`config.mk`:
```
export PLATFORM = sky130hd
export DESIGN_NAME = spi_txn_sched
export DESIGN_NICKNAME = d
export VERILOG_FILES = /design/src/rtl/spi_sched_pkg.sv /design/src/rtl/spi_rr_arbiter.sv /design/src/rtl/spi_txn_sched.sv
export SDC_FILE = /design/constraint.sdc
export NUM_CORES = 1
export LEC_CHECK = 0
export BUFFER_PORTS_ARGS = -buffer_cell sky130_fd_sc_hd__buf_2
export CORE_ASPECT_RATIO = 0.6
export CORE_MARGIN = 4
export CORE_UTILIZATION = 45
export DETAILED_ROUTE_END_ITERATION = 10
export PLACE_DENSITY_LB_ADDON = 0.05
export SLEW_MARGIN = 10
export SYNTH_ARGS = -nofsm -noshare
export SYNTH_HDL_FRONTEND = slang
export SYNTH_SLANG_ARGS = --single-unit
```
`constraint.sdc`:
```
create_clock -name clk -period 4.7 [get_ports clk]
set_input_delay 0 -clock clk [delete_from_list [all_inputs] [get_ports clk]]
set_output_delay 0 -clock clk [all_outputs]
set_load 0.01 [all_outputs]
```
`src/rtl/spi_sched_pkg.sv`:
```
// spi_sched_pkg: shared types and constants for the SPI transaction scheduler.
//   sched_state_t      - scheduler FSM state encoding
//   SPI_BYTE_W         - width of one SPI engine byte
//   DEF_GAP_CYCLES     - default idle cycles between engine done and next start
//   DEF_TIMEOUT_CYCLES - default per-byte watchdog limit (timeout build only)
package spi_sched_pkg;

  typedef enum logic [2:0] {
    IDLE   = 3'd0,
    START  = 3'd1,
    BUSY   = 3'd2,
    GAP    = 3'd3,
    FINISH = 3'd4
  } sched_state_t;

  localparam int SPI_BYTE_W         = 8;
  localparam int DEF_GAP_CYCLES     = 2;
  localparam int DEF_TIMEOUT_CYCLES = 4096;

endpackage

```
`src/rtl/spi_rr_arbiter.sv`:
```
// spi_rr_arbiter: combinational round-robin arbiter.
// The search starts at last_winner+1 (mod NUM_REQ), so the previous winner has
// the lowest priority.
// Ports:
//   req         in  NUM_REQ  request vector
//   last_winner in  IDX_W    index of the previously granted requester
//   winner      out NUM_REQ  one-hot winner (all zero when no request)
//   winner_idx  out IDX_W    index of the winner (0 when no request)
module spi_rr_arbiter #(
  parameter int NUM_REQ = 2,
  parameter int IDX_W   = $clog2(NUM_REQ)
) (
  input  logic [NUM_REQ-1:0] req,
  input  logic [IDX_W-1:0]   last_winner,
  output logic [NUM_REQ-1:0] winner,
  output logic [IDX_W-1:0]   winner_idx
);

  int               cand;
  logic [IDX_W-1:0] cand_idx;
  logic             found;

  always_comb begin
    winner     = '0;
    winner_idx = '0;
    found      = 1'b0;
    cand       = 0;
    cand_idx   = '0;
    for (int k = 1; k <= NUM_REQ; k++) begin
      cand     = (int'(last_winner) + k) % NUM_REQ;
      cand_idx = IDX_W'(cand);
      if (!found && req[cand_idx]) begin
        found            = 1'b1;
        winner[cand_idx] = 1'b1;
        winner_idx       = cand_idx;
      end
    end
  end

endmodule

```
`src/rtl/spi_txn_sched.sv`:
```
// spi_txn_sched: shares one byte-wide SPI master engine among NUM_REQ
// requesters. Grants round-robin, runs each multi-byte transaction through the
// engine start/done handshake with GAP_CYCLES idle cycles between bytes, and
// returns every received byte to the granted requester.
//
// Handshake: gnt is held for the whole transaction; tx_pop pulses in the cycle
// the granted requester's tx_data is consumed (requester advances next cycle);
// rx_valid pulses for one cycle with rx_data; txn_done pulses for one cycle in
// the last gnt cycle, qualified by txn_err. spi_start pulses once per byte and
// only one byte is ever outstanding; spi_done is ignored outside BUSY.
//
// Optional build macro SPI_TXN_SCHED_TIMEOUT_EN: adds a per-byte watchdog that
// aborts the transaction with txn_err=1 after TIMEOUT_CYCLES without spi_done.
// Without it txn_err is tied low and BUSY waits indefinitely.
//
// Ports:
//   clk, rst_n             clock, asynchronous active-low reset
//   req, req_len, tx_data  requester side (req_len sampled at grant only)
//   gnt, tx_pop, rx_data, rx_valid, txn_done, txn_err  requester side outputs
//   spi_start, spi_tx, spi_done, spi_rx                engine side
//   state                  current FSM state (observability)
module spi_txn_sched
  import spi_sched_pkg::*;
#(
  parameter int NUM_REQ        = 2,
  parameter int LEN_W          = 4,
  parameter int GAP_CYCLES     = DEF_GAP_CYCLES,
  parameter int TIMEOUT_CYCLES = DEF_TIMEOUT_CYCLES
) (
  input  logic                          clk,
  input  logic                          rst_n,
  input  logic [NUM_REQ-1:0]            req,
  input  logic [NUM_REQ*LEN_W-1:0]      req_len,
  input  logic [NUM_REQ*SPI_BYTE_W-1:0] tx_data,
  output logic [NUM_REQ-1:0]            gnt,
  output logic                          tx_pop,
  output logic [SPI_BYTE_W-1:0]         rx_data,
  output logic                          rx_valid,
  output logic                          txn_done,
  output logic                          txn_err,
  output logic                          spi_start,
  output logic [SPI_BYTE_W-1:0]         spi_tx,
  input  logic                          spi_done,
  input  logic [SPI_BYTE_W-1:0]         spi_rx,
  output sched_state_t                  state
);

  localparam int IDX_W = $clog2(NUM_REQ);
  localparam int GAP_W = $clog2(GAP_CYCLES + 1);

  // Configurations outside the supported range build nothing extra here; the
  // block only documents the legal parameter space next to the logic.
  if (NUM_REQ < 2 || NUM_REQ > 8 || GAP_CYCLES < 1 || TIMEOUT_CYCLES < 2) begin : g_unsupported_cfg
  end

  logic [NUM_REQ-1:0] win_oh;
  logic [IDX_W-1:0]   win_idx;
  logic [IDX_W-1:0]   gnt_idx;
  logic [IDX_W-1:0]   last_winner;
  logic [LEN_W-1:0]   cnt;
  logic [GAP_W-1:0]   gap_cnt;

`ifdef SPI_TXN_SCHED_TIMEOUT_EN
  localparam int WD_W = $clog2(TIMEOUT_CYCLES);
  logic [WD_W-1:0] wd;
`else
  assign txn_err = 1'b0;
`endif

  spi_rr_arbiter #(
    .NUM_REQ (NUM_REQ),
    .IDX_W   (IDX_W)
  ) u_arb (
    .req         (req),
    .last_winner (last_winner),
    .winner      (win_oh),
    .winner_idx  (win_idx)
  );

  // All outputs are registered. spi_start/tx_pop are raised on the transition
  // into START so they are high exactly while the FSM sits in START.
  always_ff @(posedge clk or negedge rst_n) begin
    if (!rst_n) begin
      state       <= IDLE;
      gnt         <= '0;
      gnt_idx     <= '0;
      last_winner <= IDX_W'(NUM_REQ - 1);
      cnt         <= '0;
      gap_cnt     <= '0;
      tx_pop      <= 1'b0;
      rx_data     <= '0;
      rx_valid    <= 1'b0;
      txn_done    <= 1'b0;
      spi_start   <= 1'b0;
      spi_tx      <= '0;
`ifdef SPI_TXN_SCHED_TIMEOUT_EN
      txn_err     <= 1'b0;
      wd          <= '0;
`endif
    end else begin
      tx_pop    <= 1'b0;
      spi_start <= 1'b0;
      rx_valid  <= 1'b0;
      case (state)
        IDLE: begin
          if (|req) begin
            gnt     <= win_oh;
            gnt_idx <= win_idx;
            cnt     <= req_len[win_idx*LEN_W +: LEN_W];
            if (req_len[win_idx*LEN_W +: LEN_W] == '0) begin
              state <= FINISH;
            end else begin
              spi_start <= 1'b1;
              tx_pop    <= 1'b1;
              spi_tx    <= tx_data[win_idx*SPI_BYTE_W +: SPI_BYTE_W];
              state     <= START;
            end
          end
        end
        START: begin
`ifdef SPI_TXN_SCHED_TIMEOUT_EN
          wd <= '0;
`endif
          state <= BUSY;
        end
        BUSY: begin
          if (spi_done) begin
            rx_data  <= spi_rx;
            rx_valid <= 1'b1;
            cnt      <= cnt - 1'b1;
            if (cnt == LEN_W'(1)) begin
              txn_done <= 1'b1;
              state    <= FINISH;
            end else begin
              gap_cnt <= GAP_W'(GAP_CYCLES - 1);
              state   <= GAP;
            end
          end
`ifdef SPI_TXN_SCHED_TIMEOUT_EN
          // Fire one cycle early so txn_done lands TIMEOUT_CYCLES after spi_start.
          else if (wd == WD_W'(TIMEOUT_CYCLES - 2)) begin
            txn_done <= 1'b1;
            txn_err  <= 1'b1;
            state    <= FINISH;
          end else begin
            wd <= wd + 1'b1;
          end
`endif
        end
        GAP: begin
          if (gap_cnt == '0) begin
            spi_start <= 1'b1;
            tx_pop    <= 1'b1;
            spi_tx    <= tx_data[gnt_idx*SPI_BYTE_W +: SPI_BYTE_W];
            state     <= START;
          end else begin
            gap_cnt <= gap_cnt - 1'b1;
          end
        end
        FINISH: begin
          // A zero-length grant enters with txn_done low and spends one extra
          // cycle here so txn_done still coincides with the last gnt cycle.
          if (txn_done) begin
            txn_done    <= 1'b0;
`ifdef SPI_TXN_SCHED_TIMEOUT_EN
            txn_err     <= 1'b0;
`endif
            gnt         <= '0;
            last_winner <= gnt_idx;
            state       <= IDLE;
          end else begin
            txn_done <= 1'b1;
          end
        end
        default: state <= IDLE;
      endcase
    end
  end

endmodule

```
==> impl_metrics.json, run 1 <==
{
  "antenna_found_initial": 0,
  "wl_per_cell_um": 14.98,
  "first_iter_violations": 62,
  "finalNonFillerCells": 263,
  "num_io_pins": 63,
  "worstPathArrival_ns": 2.28,
  "placed_cells": 246,
  "grt_overflow": 0,
  "synthFlopType": "dfrtp_1",
  "clock-sinks": 32,
  "synth_top_area_share_pct": 46.62,
  "synth_area_leaders": "dfrtp_1, mux2_2, ha_1, nand2_1, o21ai_0",
  "r2r_start": "state[2]$_DFFE_PN0P_",
  "cp_slowest_stage_delay_ns": 0.63,
  "p_leak_uw": 0.001045,
  "hpwl_um": 2997,
  "r2r_setup_slack_ns": 2.58,
  "cts_resized": 0,
  "setup_violations": 0,
  "max_freq_mhz": 472.2,
  "synthDistinctLibCells": 40,
  "htree_levels": 2,
  "dieHeight_um": 55.11,
  "period_share_pct": 45.05,
  "drtPass1Iterations": 4,
  "fin_util_pct": 64.34,
  "async_reset_ff_share_pct": 100.0,
  "finalNetCount": 257,
  "grt_use_total_pct": 17.78,
  "grt_pass1_wl_um": 6451,
  "clkLatencyLatePin_ns": 0.28,
  "synth_area_per_cell_sq_um": 11.40,
  "die_area_sq_mm": 0.004767,
  "die_x_um": 86.51,
  "status": "complete, no violations",
  "reg2reg_to": "spi_tx[1]$_DFFE_PN0P_",
  "holdWs_ns": 0.06006,
  "hold_class": "in -> reg",
  "tritoncts": "yes",
  "dr_total_vias": 1372,
  "netlist_area_sq_mm": 0.001664,
  "numCtsBuffers": 5,
  "yosys.area.top_type": "dfrtp_1",
  "fin_tns_setup_ns": 0,
  "hold_viol_final": 0,
  "timing.max_cap.violations": 0,
  "ir_drop_uv": 383.0,
  "yosysMostFrequentCell": "dfrtp_1",
  "worstPathCellList": "nand3b_1 > mux2i_2 > mux2_2 > mux2_2",
  "power_density_mw_per_mm2": 623.7,
  "synth_nets": 186,
  "tightest_slew_ns": 0.7202,
  "viasPerCell": 5.217,
  "critPathMostFrequentCell": "mux2_2",
  "cp-end-kind": "register",
  "nFillCells": 270,
  "hold_path_end": "gnt[0]$_DFFE_PN0P_",
  "cts_buffer_depth": 2,
  "worst-setup-path-type": "reg -> reg",
  "critPathLaunchType": "register",
  "fin_worst_skew_ns": 0.007135,
  "clk_pin_slew_worst_paths_ns": 0.06,
  "ant_nets": 0,
  "synth_seq_cells": 32,
  "drive_gt1_share_pct": 46.79,
  "slowest_stage": "dfrtp_1",
  "core_sq_mm": 0.003403,
  "cp_data_required_time_ns": 4.86,
  "ys_seq_area_share_pct": 48.20,
  "drt_wl_total_um": 3940,
  "slew_viol_final": 0,
  "hp-start": "req[0]",
  "power_uw": 1366,
  "ys_warn_count": 0,
  "synth_common_cells": "dfrtp_1, mux2_2, nand2_1, inv_1, o21ai_0",
  "root_buffer": "clkbuf_8",
  "drcViolationCount": 0,
  "grt_max_degree": 33,
  "cts_setup_buffers": 0,
  "grt_pass1_vias": 1364,
  "area_growth_pct": 31.58,
  "core.rowCount": 16,
  "multi_input_area_sq_um": 802.0,
  "port_buffers": 61,
  "place.gp.congestion": 0.8383,
  "maxSlewHeadroom_pct": 51.98,
  "start_util_pct": 48.90,
  "synth_edf_count": 0,
  "seqCellArea_sq_um": 802.0,
  "rsz0062_at_grt": "no",
  "crit_fanout": 16,
  "period_minus_slack_ns": 2.118,
  "whs_path_depth": 3,
  "netlist_instances": 146,
  "antennaDiodeCount": 0,
  "cp-startpoint": "state[2]$_DFFE_PN0P_",
  "reg2regPathDepth": 4
}
-- where the power goes --
part	internal (uW)	leakage (uW)	total, uW	switching, uW
Clock	157	0.0000552	252	95.0
Sequential	405	0.000379	509	103
Combinational	310	0.000611	605	295
Total	872	0.00105	1370	494
-- kinds of logic after synthesis --
| logic type | Yosys count | synth area share (%) |
|---|---|---|
| other cells | 1 | 0.2253 |
| mux | 30 | 20.30 |
| flops | 32 | 48.20 |
| buf+inv | 13 | 3.609 |
| fa+ha+maj | 3 | 2.256 |
| simple gates | 38 | 12.93 |
| compound gates | 29 | 12.48 |
-- placed cells by master, fill, tap and decap left out, types with 2 or more instances in the layout --
cell type,n
mux2_2,27
nand3_1,3
buf_2,61
inv_1,7
mux2i_1,2
o22ai_1,2
nor3_1,2
nor4_1,2
or3_1,2
nand3b_1,2
a22o_1,2
dlygate4sd3_1,9
nand2b_1,4
ha_1,3
nor2_1,4
nor2b_1,2
dfrtp_1,31
o211ai_1,2
a21oi_1,5
o21ai_0,7
a21o_1,2
clkbuf_8,5
nor3b_1,3
nand2_1,10
-- through the flow --
stage,worst slack [ns],cell area (sq um)
global route,2.401,2190
floorplan,2.840,1664
global placement,2.656,1992
CTS,2.579,2190
detailed placement,2.580,1992
finish,2.582,2190
-- worst max path at each step --
stage	end	slack, ns	depth (start not counted)
after floorplan	spi_tx[0]$_DFFE_PN0P_	2.84	5
after global placement	spi_tx[3]$_DFFE_PN0P_	2.66	4
after detailed placement	spi_tx[1]$_DFFE_PN0P_	2.58	4
after CTS	spi_tx[1]$_DFFE_PN0P_	2.58	4
after global routing	cnt[2]$_DFFE_PN0P_	2.40	4
final	spi_tx[1]$_DFFE_PN0P_	2.58	4
-- repair_timing --
item	4_1_cts	5_1_grt
endpoints found under the setup margin	0	0
hold endpoints to repair	39	0
hold buffers	9	0
-- critical path: cells and delay by family (launching register included) --
kind          cells  cell delay (ns)
flops             1             0.63
simple gates      1             0.21
mux               3             1.18
-- state kept, by name, indices dropped and copies added, names as in the netlist --
register,flops
cnt,4
last_winner,1
state,3
gnt,2
txn_done,1
spi_tx,8
gap_cnt,2
gnt_idx,1
spi_start,1
rx_data,8
rx_valid,1
-- area by class of cell --
type,count,area share (%)
Tap cell,45,2.571
Multi-Input combinational cell,101,36.63
Inverter,7,1.200
Clock inverter,2,1.600
Clock buffer,6,3.314
Sequential cell,32,36.63
Timing Repair Buffer,70,18.06
-- routing by layer --
| layer | vias up | wire length (um) | share of wire [%] | GRT usage [%] |
|---|---|---|---|---|
| li1 | 667 | - | - | - |
| met1 | 627 | 1794 | 46 | 23.99 |
| met2 | 74 | 1708 | 43 | 28.17 |
| met3 | 4 | 405 | 10 | 5.325 |
| met4 | 0 | 31 | 0.79 | 4.922 |
| met5 | - | 0 | 0 | 0 |
Note: power is estimated with default switching activity, not from simulation.
==> run 2, diff against run 1 <==
Clock period 4.7 ns to 2.05 ns, I/O delays scaled along.
==> run 2 against run 1 <==
Effect of this change:
- sequential cell count did not move
- largest power group unchanged
- die area did not move
- first-iteration DRC count fell by 1.6%
- total power rose by 140%
- sequential power rose by 120%
- highest routed layer is now met3
- routed wire length rose by 6.3%
- global-route usage rose by 0.42 points
- critical path depth did not move
==> impl_metrics.json, run 2 (same netlist as run 1, synthesis figures left out) <==
{
  "area_growth_pct": 37.22,
  "tritoncts": "yes",
  "p_switching_uw": 1160,
  "cp-end-kind": "register",
  "core.rowCount": 16,
  "fin_worst_skew_ns": 0.006511,
  "status": "complete, no violations",
  "period_minus_slack_ns": 1.871,
  "crit_fanout": 9,
  "viasPerCell": 5.220,
  "cp-startpoint": "state[0]$_DFFE_PN0P_",
  "power_uw": 3313,
  "dr_total_vias": 1425,
  "cts_buffer_depth": 2,
  "ant_nets": 0,
  "hold_class": "in -> reg",
  "finalNonFillerCells": 273,
  "final_cell_mix": "buf_2, dfrtp_1, mux2_2",
  "p_seq_share_pct": 33.5,
  "finalNetCount": 267,
  "top_regs": "rx_data: 8 flops, spi_tx: 8 flops, cnt: 4 flops",
  "hpwl_um": 3235,
  "fin_util_pct": 67.10,
  "intPower_uw": 2153,
  "timing.max_cap.violations": 0,
  "grt_use_met2_pct": 27.16,
  "root_buffer": "clkbuf_8",
  "worst-setup-path-type": "reg -> reg",
  "grt_max_degree": 33,
  "drcViolationCount": 0,
  "first_iter_violations": 61,
  "hold_viol_final": 0,
  "cp_data_required_time_ns": 2.20,
  "postCtsHoldBufs": 9,
  "drt_wl_total_um": 4187,
  "cts_setup_buffers": 0,
  "antennaDiodeCount": 0,
  "period_share_pct": 91.28,
  "ir_drop_uv": 681.8,
  "slew_viol_final": 0,
  "num_io_pins": 63,
  "setup_violations": 0,
  "tightest_slew_ns": 0.7120,
  "mostFrequentLayoutCell": "buf_2",
  "combPwrFrac_pct": 46.9,
  "fin_tns_setup_ns": 0,
  "holdWs_ns": 0.04627,
  "switching_share_pct": 35.02,
  "drtPass1Iterations": 4,
  "grt_use_met1_pct": 26.08,
  "core_sq_mm": 0.003403,
  "grt_overflow": 0,
  "r2r_start": "state[0]$_DFFE_PN0P_",
  "clkLatencyLatePin_ns": 0.27,
  "cts_resized": 0,
  "grt_use_total_pct": 18.20,
  "start_util_pct": 48.90,
  "port_buffers": 61,
  "met3_usage_pct": 6.065,
  "place.gp.congestion": 0.8219,
  "clock-sinks": 32,
  "drive_gt1_share_pct": 49.56,
  "power_density_mw_per_mm2": 1451,
  "grt_pass1_wl_um": 6548,
  "numCtsBuffers": 5,
  "antenna_found_initial": 0,
  "worstPathArrival_ns": 2.03,
  "rsz0062_at_grt": "no",
  "wl_per_cell_um": 15.34,
  "hp-start": "req[0]",
  "htree_levels": 2,
  "maxSlewHeadroom_pct": 52.53,
  "dieHeight_um": 55.11,
  "p_leak_uw": 0.001103,
  "grt.busiest_layer": "met2",
  "die_area_sq_mm": 0.004767,
  "max_freq_mhz": 534.4,
  "clk_pin_slew_worst_paths_ns": 0.07,
  "placed_cells": 256,
  "grt_pass1_vias": 1306,
  "critPathLaunchType": "register",
  "die_x_um": 86.51,
  "clkPwrFrac_pct": 19.6
}
run 2: cell count changes in the layout (fill, tap and decap cells not counted):
cell      change
clkbuf_1      -1
buf_4        +10
clkinv_2      -1
clkbuf_8      +2
run 2: area by class of cell:
class / instances / area [sq um]
fillers: 274 / 1120
flip-flops and latches: 32 / 802.0
multi-input cells: 101 / 802.0
repair buffers: 80 / 470.5
clock buffers: 7 / 96.34
well taps: 45 / 56.30
clock inverters: 1 / 30.03
inverters: 7 / 26.28
run 2: stage by stage:
stage | setup slack [ns] | area (sq um)
detailed placement | 0.1928 | 2067
CTS | 0.1748 | 2283
floorplan | 0.1896 | 1664
global placement | 0.2515 | 2067
finish | 0.1788 | 2283
global route | 0.1185 | 2283
run 2: power groups by stage:
stage               registers (uW)  clock network (uW)  logic [uW]
global placement              1090                   0        1490
finish                        1110                 650        1550
detailed placement            1120                   0        1550
global route                  1150                 708        1710
CTS                           1110                 666        1570
floorplan                     1200                   0         899
run 2: final timing paths:
kind                                     endpoint  slack [ns]  depth (start not counted)
setup reg to reg            spi_tx[3]$_DFFE_PN0P_        0.18                          4
hold reg to reg            gap_cnt[0]$_DFFE_PN0P_        0.50                          1
setup / recovery            spi_tx[3]$_DFFE_PN0P_        0.18                          4
hold / removal                 gnt[0]$_DFFE_PN0P_        0.05                          3
min in group asynchronous  gap_cnt[1]$_DFFE_PN0P_        0.31                          2
max in group asynchronous   spi_tx[1]$_DFFE_PN0P_        1.27                          2
run 2: critical path, cell delays in order, from the launching register on:
cell and delay, ns:
dfrtp_1 0.39, or2_4 0.27, or3_4 0.40, o21ai_4 0.31, mux2_2 0.38
run 2: per-layer routing:
layer / part of all wire (%) / wire [um]
met2: 43 / 1806
met3: 9.7 / 407
met1: 47 / 1973
met5: 0 / 0
met4: 0 / 0
